`config.mk`:
```
export PLATFORM = sky130hd
export DESIGN_NAME = vec_store_serializer
export DESIGN_NICKNAME = d
export VERILOG_FILES = /design/src/rtl/vec_store_pkg.sv /design/src/rtl/beat_fifo.sv /design/src/rtl/vec_store_serializer.sv
export SDC_FILE = /design/constraint.sdc
export NUM_CORES = 1
export LEC_CHECK = 0
export ABC_AREA = 1
export CAP_MARGIN = 20
export CORE_UTILIZATION = 36
export CTS_CLUSTER_DIAMETER = 50
export DETAILED_ROUTE_END_ITERATION = 7
export GPL_ROUTABILITY_DRIVEN = 0
export GPL_TIMING_DRIVEN = 0
export PLACE_DENSITY_LB_ADDON = 0.08
export SETUP_SLACK_MARGIN = 0.4
export SLEW_MARGIN = 30
export SYNTH_ARGS = -nofsm -noshare
export SYNTH_HDL_FRONTEND = slang
export SYNTH_SLANG_ARGS = --single-unit
```
`constraint.sdc`:
```
create_clock -name clk -period 4.7 [get_ports clk]
set_input_delay 0.94 -clock clk [delete_from_list [all_inputs] [get_ports clk]]
set_output_delay 0.94 -clock clk [all_outputs]
set_load 0.01 [all_outputs]
```
`src/rtl/vec_store_pkg.sv`:
```
// Shared sizing constants and FSM state encoding for the vector store serializer.
package vec_store_pkg;

  localparam int LANES      = 4;
  localparam int LANE_W     = 8;
  localparam int FIFO_DEPTH = 4;
  localparam int MEM_WORDS  = 150000;

  typedef enum logic [1:0] {
    IDLE  = 2'd0,
    RUN   = 2'd1,
    FLUSH = 2'd2,
    DONE  = 2'd3
  } state_t;

endpackage

```
`src/rtl/beat_fifo.sv`:
```
// Small synchronous FIFO holding whole input beats; a push on a full FIFO
// is taken only when the head is popped on the same edge.
module beat_fifo #(
  parameter int DEPTH = 4,
  parameter int WIDTH = 32
) (
  input  logic             clk,
  input  logic             reset,
  input  logic             push,
  input  logic [WIDTH-1:0] push_data,
  input  logic             pop,
  output logic [WIDTH-1:0] head,
  output logic             full,
  output logic             empty
);

  localparam int AW = (DEPTH > 1) ? $clog2(DEPTH) : 1;
  localparam int CW = $clog2(DEPTH + 1);

  logic [WIDTH-1:0] r_mem [DEPTH];
  logic [AW-1:0]    r_wr_ptr;
  logic [AW-1:0]    r_rd_ptr;
  logic [CW-1:0]    r_count;
  logic             w_do_push;
  logic             w_do_pop;

  function automatic logic [AW-1:0] ptr_inc(input logic [AW-1:0] p);
    return (p == AW'(DEPTH - 1)) ? '0 : p + AW'(1);
  endfunction

  assign full      = (r_count == CW'(DEPTH));
  assign empty     = (r_count == '0);
  assign w_do_pop  = pop && !empty;
  assign w_do_push = push && (!full || w_do_pop);
  assign head      = r_mem[r_rd_ptr];

  always_ff @(posedge clk) begin
    if (reset) begin
      r_wr_ptr <= '0;
      r_rd_ptr <= '0;
      r_count  <= '0;
    end else begin
      if (w_do_push) r_wr_ptr <= ptr_inc(r_wr_ptr);
      if (w_do_pop)  r_rd_ptr <= ptr_inc(r_rd_ptr);
      case ({w_do_push, w_do_pop})
        2'b10:   r_count <= r_count + CW'(1);
        2'b01:   r_count <= r_count - CW'(1);
        default: r_count <= r_count;
      endcase
    end
  end

  // storage carries no reset; validity is tracked by the pointers
  always_ff @(posedge clk) begin
    if (w_do_push) r_mem[r_wr_ptr] <= push_data;
  end

endmodule

```
`src/rtl/vec_store_serializer.sv`:
```
// Accepts multi-lane pixel beats, buffers them and writes one lane per cycle
// to data memory at consecutive word addresses, flagging out-of-range words.
//   state | meaning
//   IDLE  | waiting for start
//   RUN   | accepting beats and writing lanes
//   FLUSH | all beats accepted, draining buffered lanes
//   DONE  | one-cycle completion pulse
module vec_store_serializer
  import vec_store_pkg::*;
#(
  parameter int LANES      = vec_store_pkg::LANES,
  parameter int LANE_W     = vec_store_pkg::LANE_W,
  parameter int FIFO_DEPTH = vec_store_pkg::FIFO_DEPTH,
  parameter int MEM_WORDS  = vec_store_pkg::MEM_WORDS
) (
  input  logic                    clk,
  input  logic                    reset,
  input  logic                    start,
  input  logic [31:0]             base_addr,
  input  logic [17:0]             num_words,
  input  logic                    in_valid,
  output logic                    in_ready,
  input  logic [LANES*LANE_W-1:0] in_data,
  output logic                    mem_we,
  output logic [31:0]             mem_address,
  output logic [31:0]             mem_wd,
  output logic                    busy,
  output logic                    done,
  output logic                    error
);

  localparam int BEAT_W = LANES * LANE_W;
  localparam int LIDX_W = (LANES > 1) ? $clog2(LANES) : 1;

  state_t              r_state;
  state_t              w_state_nxt;
  logic [31:0]         r_word_addr;
  logic [17:0]         r_words_left;
  logic [17:0]         r_beats_left;
  logic [LIDX_W-1:0]   r_lane;
  logic                r_we;
  logic [31:0]         r_addr;
  logic [31:0]         r_wd;
  logic                r_error;

  logic [17:0]         w_beats_total;
  logic                w_full;
  logic                w_empty;
  logic                w_accept;
  logic                w_emit;
  logic                w_last_lane;
  logic                w_pop;
  logic                w_in_range;
  logic [BEAT_W-1:0]   w_head;
  logic [LANE_W-1:0]   w_lane_val;

  assign w_beats_total = 18'((19'(num_words) + 19'(LANES - 1)) / 19'(LANES));

  assign in_ready    = (r_state == RUN) && !w_full && (r_beats_left != '0);
  assign w_accept    = in_valid && in_ready;
  assign w_emit      = ((r_state == RUN) || (r_state == FLUSH)) && !w_empty
                       && (r_words_left != '0);
  // the last word of the job ends its beat early, dropping unused lanes
  assign w_last_lane = (r_lane == LIDX_W'(LANES - 1)) || (r_words_left == 18'd1);
  assign w_pop       = w_emit && w_last_lane;
  assign w_lane_val  = w_head[r_lane*LANE_W +: LANE_W];
  assign w_in_range  = (r_word_addr < 32'(MEM_WORDS));

  beat_fifo #(
    .DEPTH (FIFO_DEPTH),
    .WIDTH (BEAT_W)
  ) u_beat_fifo (
    .clk       (clk),
    .reset     (reset),
    .push      (w_accept),
    .push_data (in_data),
    .pop       (w_pop),
    .head      (w_head),
    .full      (w_full),
    .empty     (w_empty)
  );

  always_ff @(posedge clk) begin
    if (reset) r_state <= IDLE;
    else       r_state <= w_state_nxt;
  end

  always_comb begin
    w_state_nxt = r_state;
    case (r_state)
      IDLE:    if (start) w_state_nxt = (num_words == '0) ? DONE : RUN;
      RUN:     if (w_accept && (r_beats_left == 18'd1)) w_state_nxt = FLUSH;
      FLUSH:   if (r_words_left == '0) w_state_nxt = DONE;
      DONE:    w_state_nxt = IDLE;
      default: w_state_nxt = IDLE;
    endcase
  end

  always_ff @(posedge clk) begin
    if (reset) begin
      r_word_addr  <= '0;
      r_words_left <= '0;
      r_beats_left <= '0;
      r_lane       <= '0;
      r_we         <= 1'b0;
      r_addr       <= '0;
      r_wd         <= '0;
      r_error      <= 1'b0;
    end else begin
      r_we <= 1'b0;
      if ((r_state == IDLE) && start) begin
        r_word_addr  <= base_addr;
        r_words_left <= num_words;
        r_beats_left <= w_beats_total;
        r_lane       <= '0;
        r_error      <= 1'b0;
      end else begin
        if (w_accept) r_beats_left <= r_beats_left - 18'd1;
        if (w_emit) begin
          // out-of-range words keep their slot and address step, but no write
          r_we         <= w_in_range;
          r_addr       <= r_word_addr;
          r_wd         <= 32'(w_lane_val);
          r_word_addr  <= r_word_addr + 32'd1;
          r_words_left <= r_words_left - 18'd1;
          r_lane       <= w_last_lane ? '0 : r_lane + LIDX_W'(1);
          if (!w_in_range) r_error <= 1'b1;
        end
      end
    end
  end

  assign mem_we      = r_we;
  assign mem_address = r_addr;
  assign mem_wd      = r_wd;
  assign busy        = (r_state == RUN) || (r_state == FLUSH);
  assign done        = (r_state == DONE);
  assign error       = r_error;

endmodule
```
==> Word level (Yosys, flattened, before mapping) <==
Memories as Yosys holds them, arrays and structs flattened. A register that Yosys moved wholly into a read port is not among the register bits.
Index checks and enable logic that the tools add are counted.
{ "word_totals": {"reg_bits": 121, "ram_bits": 128, "out_inout_bits": 69, "memories": 1} }
{ "op_classes": {"addsub": 9, "magnitude_cmp": 1, "eq_ne": 14, "shift": 1, "muxes": 19, "bitwise": 3, "reduce_logical": 29} }
{ "memory_table": {"columns": ["name", "words", "word_bits", "rd", "rd_ports_with_merged_regs", "wr", "line", "source"], "rows": [
  ["u_beat_fifo.r_mem", 4, 32, 1, 1, 1, "beat_fifo.sv:20", "logic [WIDTH-1:0] r_mem [DEPTH];"]
]} }
{ "op_table": {"columns": ["cell", "n"], "rows": [
  ["32-bit 2-to-1 mux", 2],
  ["18-bit by 1-bit == test with 1-bit output (second input constant)", 2],
  ["18-bit zero test", 2],
  ["18-bit 2-to-1 mux", 2],
  ["18-bit nonzero test", 2],
  ["18-bit by 1-bit subtractor with 18-bit output (second input constant)", 2],
  ["17-bit 2-to-1 mux", 2],
  ["32-bit by 1-bit adder with 32-bit output (second input constant)", 1],
  ["32-bit by 18-bit less-than comparator with 1-bit output (second input constant)", 1],
  ["32-bit by 6-bit variable part select with 8-bit output", 1],
  ["18-bit by 2-bit adder with 19-bit output (second input constant)", 1],
  ["2-bit 2-to-1 mux", 9],
  ["2-bit == test (second input constant)", 6],
  ["1-bit logical AND", 10],
  ["2-bit one-hot mux with 4 select lines", 1],
  ["2-bit by 1-bit adder with 2-bit output (second input constant)", 3],
  ["3-bit one-hot mux with 2 select lines", 1],
  ["2-bit nonzero test", 3],
  ["2-bit by 1-bit == test with 1-bit output (second input constant)", 2],
  ["2-bit inequality test (second input constant)", 2],
  ["2-bit AND reduction", 2],
  ["3-bit by 1-bit adder with 3-bit output (second input constant)", 1],
  ["3-bit == test (second input constant)", 1],
  ["3-bit zero test", 1],
  ["10 further kinds", 16]
]} }

==> Depth between registers and ports, before layout <==
{ "depth": {"ltp_word": 10, "ltp_mapped": 15, "ltp_nobuf": 14} }

==> Modules after synthesis <==
From an unflattened synthesis, not the netlist that was laid out.
{ "unflattened": {"hier_cells": 1563, "area_unflattened_um2": 12877.4} }
{ "by_module_without_submodules": {"columns": ["mod", "n_inst", "cells_each", "area_per_inst_um2"], "rows": [
  ["vec_store_serializer", 1, 1183, 7594.8],
  ["beat_fifo", 1, 380, 5282.6]
]} }

==> Worst setup path after synthesis <==
No wires, ideal clock.
{ "synth_timing": {"path_kind": "input -> register", "from": "input in_valid", "to": "memory u_beat_fifo.r_mem[0][0], enable pin", "t_arrival_ns": 2.596, "required_ns": 4.279, "setup_slack_ns": 1.683, "path_stages": 3, "cell_sequence": "nand3_2 buf_4 nor2_1"} }
{ "synth_between": {"elab_chain_len": 4} }
{ "synth_lines": {"columns": ["item", "line", "source"], "rows": [
  ["start, declared", "vec_store_serializer.sv:21", "input logic in_valid,"],
  ["1-bit logical AND", "vec_store_serializer.sv:60", "assign w_accept = in_valid && in_ready;"],
  ["1-bit logical AND", "beat_fifo.sv:34", "assign w_do_push = push && (!full || w_do_pop);"],
  ["1-bit 2-to-1 mux", "beat_fifo.sv:55", "if (w_do_push) r_mem[r_wr_ptr] <= push_data;"],
  ["1-bit 2-to-1 mux (not written as such)", "beat_fifo.sv:55", null],
  ["end, declared", "beat_fifo.sv:20", null]
]} }
No other way between the ends.

==> Final worst setup path <==
{ "layout_timing": {"from": "register r_beats_left[0]", "to": "output in_ready"} }
{ "layout_between": {"elab_chain_len": 2} }
{ "layout_lines": {"columns": ["item", "line", "source"], "rows": [
  ["start, declared", "vec_store_serializer.sv:39", "logic [17:0] r_beats_left;"],
  ["start signal, assigned", "vec_store_serializer.sv:114", "r_beats_left <= w_beats_total;"],
  ["start signal, assigned", "vec_store_serializer.sv:118", "if (w_accept) r_beats_left <= r_beats_left - 18'd1;"],
  ["18-bit nonzero test", "vec_store_serializer.sv:59", "assign in_ready = (r_state == RUN) && !w_full && (r_beats_left != '0);"],
  ["1-bit logical AND", "vec_store_serializer.sv:59", null],
  ["end, declared", "vec_store_serializer.sv:22", "output logic in_ready,"]
]} }
No other way between the ends.

==> out/metrics.cfg <==
[floorplanning]
io_pins = 155
die_h_um = 189
dieArea_um2 = 35600
die_w_um = 189
placement_rows = 68
initial_core_util_pct = 36.4
coreArea_um2 = 34500

[synth]
ys.flop_type = edfxtp_1
synth_seq_cells = 251
synthMostInstantiatedCell = nand2_1
synth_top_area_share_pct = 30.6
ys_seq_area_share_pct = 50.2
synth_warnings = 0
netlist_top_cells_area = edfxtp_1 31%, dfxtp_1 20%, nand2_1 9.8%
synthCells = 1565
synth_area_um2 = 12600
syn_area_per_cell_um2 = 8.02
synth_edf_count = 128
synthArstFlopShare_pct = 0
synthTopCellsByCount = 328 x nand2_1, 278 x nor2_1, 151 x o21ai_0, 128 x edfxtp_1, 123 x dfxtp_1
synth_largest_area_cell = edfxtp_1
synth_cell_types = 45

[sta]
period_share_pct = 70.8
finalSetupTns_ns = 0
timing_hold_violations_final = 0
fmax_mhz = 300
max_slew.worst_pin.slew_ns = 0.933
rsz0062_at_grt = false
setup-violations-final = 0
fin_skew_ns = 0.0127
period_minus_slack_ns = 3.33
drv_slew = 0
relSlewSlack_pct = 37.8

[critical_path]
cp-start-kind = flop
cp.required_ns = 3.76
r2r_cells = 14
r2r-end = u_beat_fifo.r_count[2]
end_kind = output port
timing.rr.start = r_state[1]
cp_max_fo = 6
reg2reg_slack_ns = 1.83
critical_path_class = flop to output port
critPathLaunch = r_beats_left[0]
cp.arrival_ns = 2.39

[grt]
grt_overflow = 0
gr-usage-all-layers_pct = 21.2
grt_pass1_vias = 10500
antenna_found_initial = 0
grt_max_degree = 20
grt_pass1_wl_mm = 58.8

[worst_hold_path]
whs_path_depth = 2
worstHoldPathType = flop to flop
whs_endpoint = mem_address[2]
hold_path_startpoint = mem_address[2]

[clock_network]
tritoncts = built
clockRootBuffer = clkbuf_16
cts.path.max_buffers = 3
post_cts_buffers = 0
clock_latency_ns = 0.57
cts_buffers = 31
clkSinkCount = 251
cts_hold_buf = 0
h-tree-depth = 1
cts.clk_slew.worst_paths_ns = 0.06
ctsResizeCount = 0

[power]
p_sw_uw = 2640
p_seq_share_pct = 38.1
clkPwrFrac_pct = 30.9
switching_share_pct = 35.6
power_density_nw_per_um2 = 474
p_comb_share_pct = 31.0
total_power_uw = 7410
p_int_uw = 4770
max-vdd-ir-drop_mv = 0.303
leakage_uw = 0.00582

[detailed_routing]
final_antenna_net_count = 0
route.vias.total = 11100
drt_iter0_markers = 671
wire_per_inst_um = 17.1
first_pass_iters = 5
vias_per_cell = 4.97
drc = 0
routed_wl_mm = 38.1

[layout]
final_nets = 1859
final_cells = 2231
area_growth_pct = 24.7
n_antenna_cell = 0
drive_gt1_share_pct = 8.39

[placement]
port_buffers = 129
dp.cells = 2177
hpwl_mm = 28.2

[status]
status = finished, final reports clean

[run]
drv_cap = 0

## cell usage in the layout (no fill, tap or decap), types with 20 or more instances in the layout
cell / count
nor3_1: 22
clkdlybuf4s50_1: 129
nor2_1: 274
xor2_1: 24
nand4_1: 20
nand3_1: 75
clkbuf_16: 31
buf_4: 26
edfxtp_1: 128
clkbuf_1: 39
inv_1: 101
o21ai_0: 151
a21oi_1: 87
o211ai_1: 28
conb_1: 24
nand2_1: 328
dfxtp_1: 123
buf_2: 23
## state kept, by name, indices dropped and copies added, names as in the netlist, named ones only
name	count
u_beat_fifo.r_mem	128
mem_address	32
r_word_addr	32
r_beats_left	18
r_words_left	18
mem_wd	8
u_beat_fifo.r_count	3
r_lane	2
r_state	2
u_beat_fifo.r_rd_ptr	2
u_beat_fifo.r_wr_ptr	2
error	1
mem_we	1
## routing by layer
metal	track usage (%)	vias to the layer above	share of wire (%)
li1	-	5557	-
met1	28.7	5086	46
met2	35.0	374	46
met3	2.87	66	6.0
met4	6.27	0	2.8
met5	0	-	0
## how the worst max path moves through the flow
| stage | cells after the start | slack, ns | to |
|---|---|---|---|
| after floorplan | 3 | 1.68 | u_beat_fifo.r_mem[0][0] |
| after global placement | 4 | -0.25 | u_beat_fifo.r_mem[0][0] |
| after detailed placement | 5 | 1.21 | flop |
| after CTS | 8 | 1.35 | in_ready |
| after global routing | 8 | 1.26 | in_ready |
| final | 8 | 1.37 | in_ready |
## per-stage QoR
step / area (µm²) / hold slack (ns) / utilization [%] / setup WS, ns
after floorplan: 12600 / 0.452 / - / 1.68
after global placement: 14500 / 0.455 / 42.1 / -0.253
after detailed placement: 14700 / 0.453 / 42.6 / 1.21
after CTS: 15700 / 0.462 / 45.4 / 1.35
after global routing: 15700 / 0.485 / 45.4 / 1.26
final: 15700 / 0.461 / 45.4 / 1.37
## logic make-up after synthesis
group	count (synthesis)	share of synthesized area, %
compound gates	300	13.0
xor+xnor	34	2.37
fa+ha+maj	18	1.85
buf+inv	203	7.49
flops	251	50.2
other cells	1	0.0299
simple gates	758	25.1
## cell type report
type / count / area, µm²
inverters: 109 / 409
multi-input cells: 1134 / 5430
clock inverters: 16 / 151
well taps: 455 / 569
fillers: 3482 / 18800
clock buffers: 38 / 832
flip-flops and latches: 251 / 6310
repair buffers: 134 / 1430
plain buffers: 94 / 532
## power by group through the flow
stage                     clock, µW  combinational [µW]  sequential (µW)
after floorplan                   0                1580             2810
after global placement            0                2230             2870
after detailed placement          0                2280             2870
after CTS                      2340                2300             2820
after global routing           2420                2590             2860
final                          2290                2300             2820
## worst max-delay path, cell delays in order (launching register included)
cell	delay (ns)
dfxtp_1	0.33
inv_1	0.12
ha_1	0.26
nand2_2	0.12
nor2_4	0.21
nand3_2	0.15
nand2_1	0.11
inv_1	0.04
clkdlybuf4s50_1	0.46
Note: power is estimated with default switching activity, not from simulation.
